===== config.mk =====
export PLATFORM = sky130hd
export DESIGN_NAME = cmp_pipe_stream
export DESIGN_NICKNAME = d
export VERILOG_FILES = /design/src/rtl/cmp_pipe_stream.sv
export SDC_FILE = /design/constraint.sdc
export NUM_CORES = 1
export LEC_CHECK = 0
export CORE_ASPECT_RATIO = 0.7
export CORE_MARGIN = 2
export CORE_UTILIZATION = 46
export DETAILED_ROUTE_END_ITERATION = 6
export GPL_ROUTABILITY_DRIVEN = 0
export GPL_TIMING_DRIVEN = 1
export PLACE_DENSITY = 0.76
export SLEW_MARGIN = 25
export SYNTH_ARGS = -nofsm -noshare
export SYNTH_HDL_FRONTEND = slang
export SYNTH_SLANG_ARGS = --single-unit

===== constraint.sdc =====
create_clock -name clk -period 2.5 [get_ports clk]
set_clock_uncertainty 0.2 [all_clocks]
set_input_delay 0.5 -clock clk [delete_from_list [all_inputs] [get_ports clk]]
set_output_delay 0.5 -clock clk [all_outputs]
set_load 0.02 [all_outputs]

===== src/rtl/cmp_pipe_stream.sv =====
// ---------------------------------------------------------------------------
// cmp_pipe_stream
//
// Purpose:
//   Two-stage pipelined magnitude comparator with a valid/ready stream on both
//   sides. Each transaction carries two WIDTH-bit operands and a signed/unsigned
//   selector. Each delivered result is a one-hot lt/eq/gt flag triple.
//   Saturating per-result event counters tally every delivered result.
//
// Parameters:
//   WIDTH     operand width in bits (>= 2)
//   CNT_W     width of each result counter (>= 2)
//   SIGNED_EN 1: in_signed selects two's-complement compare, 0: always unsigned
//
// Ports:
//   clk        rising-edge clock
//   rst        asynchronous active-high reset
//   in_valid   producer offers a transaction
//   in_ready   block can take a transaction this cycle
//   in_a/in_b  operands
//   in_signed  1 = compare as two's-complement (when SIGNED_EN = 1)
//   out_valid  a result is presented
//   out_ready  consumer takes the presented result
//   out_lt/eq/gt one-hot result flags, all zero when out_valid = 0
//   cnt_clr    synchronous clear of all counters (wins over a same-cycle count)
//   cnt_lt/eq/gt saturating counts of delivered results
// ---------------------------------------------------------------------------
module cmp_pipe_stream #(
   parameter int WIDTH     = 8,
   parameter int CNT_W     = 16,
   parameter bit SIGNED_EN = 1'b1
) (
   input  logic             clk,
   input  logic             rst,
   input  logic             in_valid,
   output logic             in_ready,
   input  logic [WIDTH-1:0] in_a,
   input  logic [WIDTH-1:0] in_b,
   input  logic             in_signed,
   output logic             out_valid,
   input  logic             out_ready,
   output logic             out_lt,
   output logic             out_eq,
   output logic             out_gt,
   input  logic             cnt_clr,
   output logic [CNT_W-1:0] cnt_lt,
   output logic [CNT_W-1:0] cnt_eq,
   output logic [CNT_W-1:0] cnt_gt
);

   localparam logic [CNT_W-1:0] CNT_MAX = '1;
   localparam logic [CNT_W-1:0] CNT_ONE = {{(CNT_W-1){1'b0}}, 1'b1};

   // Stage 1: captured operands and the effective compare mode
   logic             s1_valid;
   logic [WIDTH-1:0] s1_a;
   logic [WIDTH-1:0] s1_b;
   logic             s1_signed;

   // Stage 2: result flags presented on the output
   logic             s2_valid;
   logic             s2_lt;
   logic             s2_eq;
   logic             s2_gt;

   // Flow control and handshake strobes
   logic             s2_adv;
   logic             s1_adv;
   logic             accept;
   logic             out_fire;

   // Order-preserving keys and the combinational compare result of stage 1
   logic [WIDTH-1:0] key_a;
   logic [WIDTH-1:0] key_b;
   logic             cmp_lt;
   logic             cmp_eq;
   logic             cmp_gt;

   // Stage 2 can take new data when it is empty or its result leaves this
   // cycle. Stage 1 can take new data when it is empty or it moves on to
   // stage 2. in_ready depends on out_ready and on state only, never on
   // in_valid. It is also forced low while reset is held.
   always_comb begin
      s2_adv   = ~s2_valid | out_ready;
      s1_adv   = s1_valid & s2_adv;
      in_ready = ~rst & (~s1_valid | s2_adv);
      accept   = in_valid & in_ready;
      out_fire = s2_valid & out_ready;
   end

   // Inverting the sign bit in signed mode maps two's-complement order onto
   // unsigned order. A single unsigned comparator then covers both modes.
   always_comb begin
      key_a  = {s1_a[WIDTH-1] ^ s1_signed, s1_a[WIDTH-2:0]};
      key_b  = {s1_b[WIDTH-1] ^ s1_signed, s1_b[WIDTH-2:0]};
      cmp_lt = key_a < key_b;
      cmp_eq = key_a == key_b;
      cmp_gt = key_a > key_b;
   end

   // Stage 1 register. Operands only load on an accepted transaction.
   // The mode is frozen at accept time with SIGNED_EN already applied.
   always_ff @(posedge clk or posedge rst) begin
      if (rst) begin
         s1_valid  <= 1'b0;
         s1_a      <= '0;
         s1_b      <= '0;
         s1_signed <= 1'b0;
      end else begin
         if (accept) begin
            s1_valid  <= 1'b1;
            s1_a      <= in_a;
            s1_b      <= in_b;
            s1_signed <= in_signed & SIGNED_EN;
         end else if (s1_adv) begin
            s1_valid  <= 1'b0;
         end
      end
   end

   // Stage 2 register. It holds while a result is stalled, which keeps the
   // flags stable under backpressure. Bubbles load all-zero flags, so the
   // outputs need no gating against out_valid.
   always_ff @(posedge clk or posedge rst) begin
      if (rst) begin
         s2_valid <= 1'b0;
         s2_lt    <= 1'b0;
         s2_eq    <= 1'b0;
         s2_gt    <= 1'b0;
      end else if (s2_adv) begin
         s2_valid <= s1_valid;
         s2_lt    <= s1_valid & cmp_lt;
         s2_eq    <= s1_valid & cmp_eq;
         s2_gt    <= s1_valid & cmp_gt;
      end
   end

   always_comb begin
      out_valid = s2_valid;
      out_lt    = s2_lt;
      out_eq    = s2_eq;
      out_gt    = s2_gt;
   end

   // Result counters. A clear beats a same-cycle delivery, so a result
   // delivered during cnt_clr is not counted. Each counter sticks at
   // all-ones instead of wrapping.
   always_ff @(posedge clk or posedge rst) begin
      if (rst) begin
         cnt_lt <= '0;
         cnt_eq <= '0;
         cnt_gt <= '0;
      end else if (cnt_clr) begin
         cnt_lt <= '0;
         cnt_eq <= '0;
         cnt_gt <= '0;
      end else if (out_fire) begin
         if (s2_lt && (cnt_lt != CNT_MAX)) cnt_lt <= cnt_lt + CNT_ONE;
         if (s2_eq && (cnt_eq != CNT_MAX)) cnt_eq <= cnt_eq + CNT_ONE;
         if (s2_gt && (cnt_gt != CNT_MAX)) cnt_gt <= cnt_gt + CNT_ONE;
      end
   end

endmodule


After elaboration in Yosys (flattened, before gate mapping). Cells that the tools add are included.

Order comparisons: 2. Add/sub/neg operators: 3. Eq/ne operators: 4. Bitwise operators: 14. Reduce and logical (&&, ||, !) cells: 11. Mux-type cells: 11.

Operators with widths (number): $mux W16 (9); $add A16 B1 Y16 const B (3); $ne A16 B16 Y1 const B (3); $reduce_bool A2 Y1 (5); $eq A8 B8 Y1 (1); $gt A8 B8 Y1 (1); $lt A8 B8 Y1 (1); $and A1 B1 Y1 (7); $reduce_and A2 Y1 (3); $logic_and A1 B1 Y1 (3); $not A1 Y1 (3); $mux W1 (2); $or A1 B1 Y1 (2); $xor A1 B1 Y1 (2).

Output and inout bits: 53. Word-level logic and storage cells: 56. Flip-flop bits (word level): 70. Input bits: 22.

Depth between registers and ports, before layout.
Word-level depth: 6. Depth in mapped cells: 7. Mapped depth without buffers: 7.

Worst setup path after synthesis. No wires, ideal clock.

Path kind: reg2reg. From: reg s2_valid (netlist: out_valid). To: reg s1_a[0]. Data arrival time: 2.014 ns. Period minus slack after synthesis: 2.339 ns. Cell stages (with the launch flop): 7. Path buffers: 2. Slack: 0.161 ns. Cells stage by stage: dfrtp_1 > nor2b_1 > buf_2 > a21oi_1 > nand2_1 > buf_2 > mux2_2.

Word-level cells in the longest chain between the ends: 5.

Ends and longest elaborated chain: from (decl) (line 61) `logic s2_valid;`; from (signal assigned) (line 131) `s2_valid <= s1_valid;`; $not A1 Y1 (line 84) `s2_adv = ~s2_valid | out_ready;`; $or A1 B1 Y1 (line 84); $or A1 B1 Y1 (line 86) `in_ready = ~rst & (~s1_valid | s2_adv);`; $and A1 B1 Y1 (line 86); via in_ready (line 36) `output logic in_ready,`; $and A1 B1 Y1 (line 87) `accept = in_valid & in_ready;`; to (signal assigned) (line 112) `s1_a <= in_a;`; to (decl) (line 56) `logic [WIDTH-1:0] s1_a;`.

The timed path passes the listed nets, and every way through them passes these cells. A chain may end at the register's enable or synchronous reset.

Final worst setup path.
From: in out_ready. To: out in_ready.

Word-level cells in the longest chain between the ends: 3.

Ends and longest elaborated chain: from (decl) (line 41) `input logic out_ready,`; $or A1 B1 Y1 (line 84); $or A1 B1 Y1 (line 86); $and A1 B1 Y1 (line 86); to (decl) (line 36).

No other way between the ends.

==> run metrics <==
status=finished, final reports clean; Fin. Hold Viols=0; I/O Buffers=74; Routed WL=7877 um; Max Fclk=423.0 MHz; Post-synth EDFFs=0; Slew Viols, Final=0; critical path cell sequence=clkdlybuf4s50_1 -> nor2b_1 -> a21oi_1 -> dlygate4sd2_1; floorplan core area=7385 sq um; leakage power=1.833 nW; Die ar.=8472 sq um; Cells after Synth=350; largest net degree at the start of global routing=71; crit share post-route=94.57%; layout cell share with drive strength beyond 1=13.93%; Required @ worst endpoint=1.80 ns; grt ovf=0; Detailed Place HPWL=5462 um; Sum Neg Setup Slack=0 ns; Critical Path AT=1.66 ns; area occupied by multi-input gates=1734 sq um; Root Buffer=clkbuf_8; die height=77.61 um; Tmin final=2.364 ns; Area Overhead vs Synth=33.45%; average size of a mapped cell=10.17 sq um; sequential cell area=1752 sq um; Yosys warnings=0; antenna violations before repair=0; vias in the first global route=2849; Avg WL per Cell=14.51 um; fin util=64.35%; Mapped Area=3561 sq um; GRT Util Overall=20.47%; final-layout fill cell count=600; first-pass GRT wire length=13490 um; kind of critical path=in2out; Reg2Reg Setup Slack=0.31 ns; RSZ-0062 raised after global routing=false; vias per inst=5.284; max-cap viol count=0; top post-synthesis cells by area=dfrtp_1 (49%), xnor2_1 (10%), mux2_2 (5.4%), nor2_1 (5.3%), ha_1 (3.9%); hold buffers post-CTS=0; Max Buffers Root-to-Sink=2; total CTS buffers=9; Initial DRC Count=114; # diodes=0; drc violations=0; Clock Latency Late Sink=0.35 ns; Slew @ Worst Pin=0.5636 ns; most numerous cell in the Yosys netlist=dfrtp_1; I/O pin cnt=75; VDD IR-drop max=0.0003167 V; Row Count=26; top_reg_cell synth=dfrtp_1; Yosys cell types=35; Final ANT Viol Nets=0; hold crit path type=reg2reg; Worst-path clk slew=0.08 ns; Finish-stage setup viols=0; Worst setup SP type=input port; delay-heaviest family, CP=buffers and inverters; #FFs+latches synth=70; asr flop ratio synth=100.0%; htree depth=3; Commonest cells post-synth=dfrtp_1 (70), nor2_1 (50), xnor2_1 (41); Num Clock Sinks=70; Crit-path slowest cell=clkdlybuf4s50_1; post-synth top area cell=dfrtp_1; Starting Density=48.22%; share of the synthesized area in the top cell type=49.19%; number of detailed-route iterations in the first pass=4; sequential area share after synthesis=49.19%; syn_nets=383; power per cell area=552.6 nW/um^2; DR vias=2869; Layout Nets=473; crit-path max cell delay=0.53 ns; Max-slew headroom=62.08%; Die W=109.2 um; crit path capture type=output port; critical-path maximum fanout=3; Buf/Inv on CP=2; CTS tree=done
==> layout by cell type (no fill, tap or decap), types with 2 or more instances in the layout <==
master,instances
clkdlybuf4s50_1,73
nor2b_1,3
buf_12,2
buf_4,13
a22o_1,2
nor4_1,11
nor4b_1,3
xor2_1,2
o21ai_0,8
nand2_1,24
dfrtp_1,70
and4_1,2
or3_1,4
nand3_1,14
nand4_1,13
xnor2_1,41
mux2_2,17
inv_1,8
nor2_1,50
bufinv_16,2
a21oi_1,11
nor4b_2,2
or2_2,4
nand3_2,2
clkbuf_8,11
nor3_1,20
ha_1,11
nor4_2,3
nor3b_1,5
==> sequential cells by signal (all words and copies together), names as in the netlist <==
signal and flops:
cnt_eq 16, s1_signed 1, out_eq 1, out_gt 1
cnt_gt 16, out_valid 1, s1_a 8, out_lt 1
cnt_lt 16, s1_b 8, s1_valid 1
==> cell families after synthesis <==
kind of cell	share of synthesized area, %
compound gates	3.830
xor+xnor	10.58
fa+ha+maj	3.865
buf+inv	2.108
flops	49.19
mux	5.376
simple gates	25.05
==> what timing repair did <==
action                     4_1_cts  5_1_grt
setup endpoints to repair        1        0
resized for setup                1        0
buffers inserted                 0        0
==> worst paths after layout <==
kind                         endpoint       from  depth (start not counted)
min in group asynchronous     s1_b[3]        rst                          3
max in group asynchronous     s1_a[0]        rst                          3
max reg2reg                cnt_eq[10]  cnt_eq[0]                          5
max                          in_ready  out_ready                          4
min                           s1_b[3]    s1_b[3]                          1
min reg2reg                   s1_b[3]    s1_b[3]                          1
==> through the flow <==
stage | setup slack (ns) | hold WS, ns | power (mW) | instances | cell area, sq um
5_1_grt | 0.05647 | 0.3301 | 2.756 | 543 | 4752
6_report | 0.1357 | 0.3105 | 2.626 | 543 | 4752
3_3_place_gp | -0.1290 | 0.2930 | 1.595 | 527 | 4521
2_1_floorplan | 0.03179 | 0.2794 | 1.456 | 350 | 3561
4_1_cts | 0.1325 | 0.3094 | 2.659 | 543 | 4752
3_5_place_dp | -0.1651 | 0.2935 | 1.604 | 527 | 4521
==> area by class of cell <==
type	instances	area share, %
flip-flops and latches	70	36.86
multi-input cells	261	36.49
repair buffers	89	18.46
clock buffers	11	3.186
well taps	98	2.580
clock inverters	5	1.711
inverters	9	0.7109
==> where the power goes <==
part           internal, mW  switching [mW]  leakage, nW
sequential             1.19          0.0429        0.936
clock                 0.616           0.430        0.116
combinational         0.179           0.167        0.782
==> layer usage <==
layer  wire [um]  share of wire (%)  GRT usage, %
met1        3750                 48         27.51
met2        3633                 46         31.86
met3         403                5.1         6.639
met4          89                1.1         5.385
met5           0                  0             0
No activity file was read; power rests on OpenSTA's default activity.
